$ cat config.mk
export PLATFORM = sky130hd
export DESIGN_NAME = egress_reader
export DESIGN_NICKNAME = d
export VERILOG_FILES = /design/src/rtl/egress_reader.sv
export SDC_FILE = /design/constraint.sdc
export NUM_CORES = 1
export LEC_CHECK = 0
export BUFFER_PORTS_ARGS = -buffer_cell sky130_fd_sc_hd__clkbuf_2
export CAP_MARGIN = 20
export CORE_UTILIZATION = 50
export DETAILED_ROUTE_END_ITERATION = 12
export PLACE_DENSITY = 0.66
export RECOVER_POWER = 100
export SETUP_SLACK_MARGIN = 0.3
export SYNTH_ARGS = -nofsm -noshare
export SYNTH_HDL_FRONTEND = slang
export SYNTH_SLANG_ARGS = --single-unit
$ cat constraint.sdc
create_clock -name clk -period 7 [get_ports clk]
set_clock_uncertainty 0.05 [all_clocks]
set_input_delay 0.7 -clock clk [delete_from_list [all_inputs] [get_ports clk]]
set_output_delay 0.7 -clock clk [all_outputs]
set_load 0.02 [all_outputs]
$ cat src/rtl/egress_reader.sv
// egress_reader: three egress byte queues fed by the crossbar output ports,
// drained by software through an 8-bit Avalon-MM slave with status, level,
// drop counter, interrupt mask and per-queue flush registers.
module egress_reader #(
  parameter int DEPTH = 16,
  parameter int AW    = 4
) (
  input  logic       clk,
  input  logic       reset,
  input  logic       chipselect,
  input  logic       read,
  input  logic       write,
  input  logic [2:0] address,
  input  logic [7:0] writedata,
  output logic [7:0] readdata,
  input  logic [2:0] in_valid,
  input  logic [7:0] in_data1,
  input  logic [7:0] in_data2,
  input  logic [7:0] in_data3,
  output logic [2:0] in_ready,
  output logic       irq
);

  logic [7:0]  in_data [3];
  logic [AW:0] level   [3];
  logic [7:0]  head    [3];

  logic [2:0]  full, empty, push, pop, drop, flush;
  logic        rd_acc, wr_acc;
  logic        clr_drop;
  logic [2:0]  irq_mask;
  logic [7:0]  drop_cnt;
  logic        overflow;
  logic [7:0]  rd_mux;
  logic [1:0]  n_drop;
  logic [8:0]  drop_sum;
  logic [7:0]  drop_nxt;
  logic        overflow_nxt;
  logic        unused_wdata;

  assign in_data[0] = in_data1;
  assign in_data[1] = in_data2;
  assign in_data[2] = in_data3;

  // A simultaneous read and write is treated as a read only.
  assign rd_acc   = chipselect & read;
  assign wr_acc   = chipselect & write & ~read;
  assign clr_drop = wr_acc && (address == 3'd7);

  assign unused_wdata = ^writedata[7:3];

  for (genvar q = 0; q < 3; q++) begin : g_queue
    logic [7:0]    mem [DEPTH];
    logic [AW-1:0] wr_ptr, rd_ptr;
    logic [AW:0]   lvl;

    assign level[q] = lvl;
    assign head[q]  = mem[rd_ptr];
    assign full[q]  = (lvl == (AW+1)'(DEPTH));
    assign empty[q] = (lvl == '0);
    assign flush[q] = wr_acc && (address == 3'(q + 1));
    assign pop[q]   = rd_acc && (address == 3'(q + 1)) && !empty[q];
    // Full is judged on pre-edge state, so a same-cycle pop cannot make room;
    // a flush swallows the push without counting it as a drop.
    assign push[q]  = in_valid[q] && !full[q] && !flush[q];
    assign drop[q]  = in_valid[q] &&  full[q] && !flush[q];

    // Queue storage: write the incoming byte at the tail.
    always_ff @(posedge clk) begin
      if (push[q]) mem[wr_ptr] <= in_data[q];
    end

    // Queue pointers and occupancy.
    always_ff @(posedge clk or negedge reset) begin
      if (!reset) begin
        wr_ptr <= '0;
        rd_ptr <= '0;
        lvl    <= '0;
      end else if (flush[q]) begin
        wr_ptr <= '0;
        rd_ptr <= '0;
        lvl    <= '0;
      end else begin
        if (push[q]) wr_ptr <= wr_ptr + 1'b1;
        if (pop[q])  rd_ptr <= rd_ptr + 1'b1;
        case ({push[q], pop[q]})
          2'b10:   lvl <= lvl + 1'b1;
          2'b01:   lvl <= lvl - 1'b1;
          default: lvl <= lvl;
        endcase
      end
    end
  end

  // Drop accounting: several ports may drop in one cycle; a same-cycle clear
  // restarts the count from those drops.
  always_comb begin
    n_drop       = {1'b0, drop[0]} + {1'b0, drop[1]} + {1'b0, drop[2]};
    drop_sum     = {1'b0, (clr_drop ? 8'h00 : drop_cnt)} + 9'(n_drop);
    drop_nxt     = drop_sum[8] ? 8'hFF : drop_sum[7:0];
    overflow_nxt = (clr_drop ? 1'b0 : overflow) | (|drop);
  end

  // Read data selection from pre-edge state.
  always_comb begin
    rd_mux = '0;
    case (address)
      3'd0: rd_mux = {1'b0, overflow, full, ~empty};
      3'd1: rd_mux = empty[0] ? 8'h00 : head[0];
      3'd2: rd_mux = empty[1] ? 8'h00 : head[1];
      3'd3: rd_mux = empty[2] ? 8'h00 : head[2];
      3'd4: rd_mux = 8'(level[0]);
      3'd5: rd_mux = 8'(level[1]);
      3'd6: rd_mux = 8'(level[2]);
      3'd7: rd_mux = drop_cnt;
      default: rd_mux = '0;
    endcase
  end

  // Control registers and registered read data.
  always_ff @(posedge clk or negedge reset) begin
    if (!reset) begin
      readdata <= '0;
      irq_mask <= '0;
      drop_cnt <= '0;
      overflow <= 1'b0;
    end else begin
      if (rd_acc) readdata <= rd_mux;
      if (wr_acc && (address == 3'd0)) irq_mask <= writedata[2:0];
      drop_cnt <= drop_nxt;
      overflow <= overflow_nxt;
    end
  end

  assign in_ready = ~full;
  assign irq      = |(irq_mask & ~empty);

endmodule

# Word-level counts from Yosys, hierarchy flattened
# Memories as Yosys holds them, arrays and structs flattened.
# Index checks and enable logic that the tools add are counted.
# classes
div	0
n_eq_ne	16
n_bitwise	8
order_cmp	0
n_mul	0
add_sub_neg	15
shifts	0
reduce_logical	47
muxes	31
# op_table
operator	n
8-bit case mux with 8 select lines	1
4-bit two-way mux	12
8-bit two-way mux	5
5-bit case mux with 2 select lines	3
4-bit by 1-bit adder with 4-bit output (second input constant)	6
1-bit logical AND	23
5-bit by 1-bit adder with 5-bit output (second input constant)	3
5-bit == test (second input constant)	3
5-bit logical NOT	3
5-bit two-way mux	3
5-bit by 1-bit subtractor with 5-bit output (second input constant)	3
3-bit == test (second input constant)	4
2-bit nonzero test	6
8-bit by 2-bit adder with 9-bit output	1
1-bit logical NOT	9
3-bit nonzero test	3
1-bit two-way mux	7
2-bit by 1-bit == test with 1-bit output (second input constant)	3
2-bit == test (second input constant)	3
3-bit by 2-bit == test with 1-bit output (second input constant)	2
3-bit inverter	2
3-bit OR reduction	2
1-bit bitwise AND	3
3-bit bitwise AND	1
6 further kinds	6
# word_totals
input_bits	43
register_bits	59
n_memories	3
wordCells	133
ramBits	384
rom_bits	0
latch_bits	0
# mem_list
name	depth	width	rd	rd_ports_with_merged_regs	write_ports	line	rtl
g_queue[0].mem	16	8	1	0	1	53	logic [7:0] mem [DEPTH];
g_queue[1].mem	16	8	1	0	1	53	
g_queue[2].mem	16	8	1	0	1	53	

# Longest topological paths before layout
# depth
ltp_word	9
mapped_depth	13
mapped_depth_nobuf	12

# Worst setup path after synthesis
# OpenSTA, ideal clock, no wires.
# synth_timing
path_type	input-to-reg
startpoint	in address[1]
endpoint	reg drop_cnt[3]
path_buffers	1
t_arrival_ns	3.460
path_stages	10
setup_ns	0.132
path_slack_ns	3.357
path_cell_list	clkbuf_1 -> or3b_2 -> nor3_1 -> nor3b_1 -> fa_1 -> ha_1 -> fa_1 -> and3_1 -> nand4_1 -> o21ai_0
# synth_via
elab_chain_cells	8
elab_cells_between_ends	19
classes_between	3 x add/sub; 4 x eq/ne; 2 x mux; 10 x reduce/logical
# synth_rtl
element	line	rtl
start: declaration	13	input logic [2:0] address,
3-bit by 1-bit == test with 1-bit output or 3-bit by 2-bit == test with 1-bit output (tied branches)	61	assign flush[q] = wr_acc && (address == 3'(q + 1));
1-bit logical AND	61	
1-bit logical NOT	66	assign drop[q] = in_valid[q] && full[q] && !flush[q];
1-bit logical AND	66	
1-bit by 1-bit adder with 2-bit output	98	n_drop = {1'b0, drop[0]} + {1'b0, drop[1]} + {1'b0, drop[2]};
2-bit by 1-bit adder with 2-bit output	98	
8-bit by 2-bit adder with 9-bit output (*)	99	drop_sum = {1'b0, (clr_drop ? 8'h00 : drop_cnt)} + 9'(n_drop);
8-bit two-way mux (*)	100	drop_nxt = drop_sum[8] ? 8'hFF : drop_sum[7:0];
net drop_nxt[3]	37	logic [7:0] drop_nxt;
end signal: assignment	130	drop_cnt <= drop_nxt;
end: declaration	32	logic [7:0] drop_cnt;
# The timed path passes the listed nets; every way through them passes the cells marked *.
# A chain may end at the register's enable or synchronous reset.

# Worst setup path in the final report
# layout_timing
startpoint	reg g_queue[1].rd_ptr[0]
endpoint	reg readdata[6]
# layout_via
elab_chain_cells	3
# layout_rtl
element	line	rtl
start: declaration	54	logic [AW-1:0] wr_ptr, rd_ptr;
start signal: assignment	85	if (pop[q]) rd_ptr <= rd_ptr + 1'b1;
memory 16 x 8 bit	-	
8-bit two-way mux	110	3'd2: rd_mux = empty[1] ? 8'h00 : head[1];
8-bit case mux with 8 select lines	107	case (address)
end signal: assignment	128	if (rd_acc) readdata <= rd_mux;
end: declaration	15	output logic [7:0] readdata,
# Every way passes these cells.

==> summary.md <==
The leading register cell type out of synthesis is sky130_fd_sc_hd__edfxtp_1. The final reports fail on max-capacitance violations, max-slew violations. STA puts the critical path data required time at 7380 ps. The number of global-route vias before repair was 9,781. The combined global-route utilization of all metal layers came out at 21.6%.

When the netlist entered floorplanning its net count stood at 1,142. With fillers left out, the area of the finished cells amounts to 20,800 um2. The logs give 55 for the number of top-level pins and 4890 ps for the worst path arrival time. Total vias in the final route: 9,747. Yosys mapped a number of flops with a built-in enable equal to 384.

The filler cells instantiated in the layout total 2,842. The die boundary height came out at 195 um. Total of hold buffers inserted after clock tree synthesis: 0.

Summed over all layers, the routed wires come to 39.8 mm. The number of clock sinks came out at 443. Along the worst path, the maximum fanout reaches 36. At the end of the flow, the number of nets in the layout was 1,209.

The logs give 0 for the initial antenna violation count and 2 for the number of levels the H-tree was split into. The fraction of post-synthesis cell area in the top cell type by area was 61.8%. Max-cap violations in this run came to 11.

Leaving out fill and tap cells, the most frequent cells in the layout are sky130_fd_sc_hd__edfxtp_1, sky130_fd_sc_hd__mux4_2, sky130_fd_sc_hd__nor2_1, sky130_fd_sc_hd__clkbuf_1, sky130_fd_sc_hd__dfrtp_1. The width of the die came out at 195 um. In this run the worst hold path is classified as in -> reg. The standard cell core area came out at 36,700 um2. The power per standard cell area was 376 nW/um2; the count of cell types in the netlist was 58. The congestion estimate from routability-driven global placement came to 0.864. The pre-antenna-repair detailed-routing pass consisted of 5 iterations.

The cell count after synthesis came out at 1,067. The share of the Yosys chip area taken by registers is 69.7%. For this run the aggregate overflow at the end of global routing stands at 0. TritonCTS built the clock tree. The relative slew slack was -121%; the highest clock frequency the design can meet was 222 MHz. The kind of critical path was reg -> reg.

The synthesized netlist occupies a cell area of 18,700 um2. The number of hold-slack violations in the final timing report was 0. Once the clock tree was built, the resizer swapped 0 gates to a different size. Synthesized area per cell: 17.5 um2. The share of the core filled with cells is 56.8%, and the worst-margin pin slew is 3310 ps. The count of yosys warnings during synthesis was 0; the static leakage was 6.91 nW. In this run the post-CTS setup repair buffer count came out at 0. Sorting the synthesized cells by area gives the leading types as sky130_fd_sc_hd__edfxtp_1, sky130_fd_sc_hd__mux4_2, sky130_fd_sc_hd__dfrtp_1, sky130_fd_sc_hd__ha_1, sky130_fd_sc_hd__mux2i_1.

Number of input and output port buffers inserted: 49. Once the floorplan was initialized, standard cells occupied 50.8% of the core. The run gives 0 ps as the accumulated negative setup slack. The biggest area consumer among synthesized cells is sky130_fd_sc_hd__edfxtp_1. The number of violations reported at the end of detailed-routing iteration 0 came out at 706. The run finished, with violations left. STA classifies the critical path endpoint as a flop. Full die area: 38,100 um2.

For the global-route wire length before repair, the log shows 60.3 mm. Post-detailed-route via-to-cell ratio: 5.95. Number of placement rows: 70. The cell sitting at the root of the clock tree is a sky130_fd_sc_hd__clkbuf_16.

Setup repair after global routing left no endpoint under its margin. The library cell used most frequently in the layout, excluding fill and tap cells, is sky130_fd_sc_hd__edfxtp_1. After synthesis the netlist holds a flip-flop and latch count of 443.

The clock latency at the later pin of the worst-skew pair is 570 ps. The final count of pins violating max slew was 178; the fraction of registers with async set or reset after synthesis was 13.3%. Summed over all nets, the half-perimeter wirelength after detailed placement is 25.1 mm. Clock-pin slew was measured on the worst setup and hold paths at 60 ps. In this run the deepest clock path goes through 3 buffers. The smallest clock period supported by the final layout is computed as 4500 ps. The design draws 0.00784 W. Dividing the detail-routed wire length by the instance count gives 24.3 um. The area growth from synthesis to layout was 11.7%; the number of buffers created by CTS was 46. Setup violations remaining at the end of the flow were counted as 0. In this run the cell area measured after placement is 19,500 um2. Of the available clock period, the critical path in the final layout requires 64.3%.

Startpoint class of the critical path: a flop. The count of nets left with antenna violations once routing finished came out at 0. 0 antenna diodes ended up in the layout. Cells with a size suffix above 1 make up 18.0% of the layout.

Entering global routing, the biggest net connects 60 pins. For the count of unresolved DRC violations after routing, the log shows 0. The worst-case IR drop observed on VDD is 0.000218 V.
-- power breakdown --
group | total [W] | internal (W) | switching [W]
clock network | 0.00247 | 0.00145 | 0.00101
logic | 0.00187 | 0.000856 | 0.00101
registers | 0.00350 | 0.00322 | 0.000281
-- cell usage after synthesis (18+ instances only) --
cell type,instances
sky130_fd_sc_hd__edfxtp_1,384
sky130_fd_sc_hd__mux4_2,109
sky130_fd_sc_hd__nor2_1,69
sky130_fd_sc_hd__dfrtp_1,59
sky130_fd_sc_hd__nand2_1,50
sky130_fd_sc_hd__inv_1,36
sky130_fd_sc_hd__a21oi_1,30
sky130_fd_sc_hd__mux2i_1,30
sky130_fd_sc_hd__nor3_1,29
sky130_fd_sc_hd__ha_1,27
sky130_fd_sc_hd__o21ai_0,25
sky130_fd_sc_hd__clkbuf_1,24
sky130_fd_sc_hd__buf_2,18
-- critical path, cell delays in order (launching register included) --
cell,delay [ps]
sky130_fd_sc_hd__dfrtp_2,330
sky130_fd_sc_hd__clkbuf_1,2020
sky130_fd_sc_hd__mux4_2,740
sky130_fd_sc_hd__mux4_2,530
sky130_fd_sc_hd__a221oi_1,540
sky130_fd_sc_hd__nor3_1,90
-- sequential cells by signal (all words and copies together) (netlist names) --
name	count
irq_mask	3
g_queue.rd_ptr	12
g_queue.lvl	15
overflow	1
g_queue.wr_ptr	12
drop_cnt	8
readdata	8
g_queue.mem	384
-- cells by family after synthesis --
| family | count (synthesis) | share of synthesized area (%) |
|---|---|---|
| DFF | 443 | 69.7 |
| and+or+nand+nor | 216 | 5.47 |
| muxes | 144 | 15.1 |
| AOI/OAI and AO/OA | 113 | 3.90 |
| buffers and inverters | 90 | 2.07 |
| adders and majority gates | 32 | 2.35 |
| xor gates and xnor gates | 29 | 1.40 |
-- through the flow --
step                      setup slack [ps]  instances  hold slack (ps)
final                                 2500       1639              288
after global routing                  2060       1639              292
after CTS                             3220       1638              255
after detailed placement              3000       1553              453
after global placement                3030       1553              458
after floorplan                       3360       1067              354
-- layer usage --
layer,track usage [%],part of all wire (%)
met5,0,0
met4,5.19,1.7
met3,4.25,6.2
met1,31.9,45
met2,33.3,47
-- final timing paths --
path	start	slack [ps]	depth (start not counted)	end
max reg2reg	g_queue[1].rd_ptr[0]	2500	5	readdata[6]
max in group asynchronous	reset	3490	2	g_queue[1].rd_ptr[0]
min reg2reg	overflow	470	2	overflow
max	g_queue[1].rd_ptr[0]	2500	5	readdata[6]
min in group asynchronous	reset	1280	2	g_queue[2].lvl[1]
min	writedata[2]	290	3	irq_mask[2]
-- final cells by class --
cell class | instances | area, um2 | share of cell area (%)
sequential | 443 | 13000 | 62.5
multi-input combinational | 534 | 5250 | 25.2
clock buffer | 50 | 1190 | 5.70
tap | 468 | 586 | 2.81
clock inverter | 35 | 354 | 1.70
timing repair buffer | 72 | 303 | 1.45
inverter | 37 | 139 | 0.667
No activity file was read; power rests on OpenSTA's default activity.
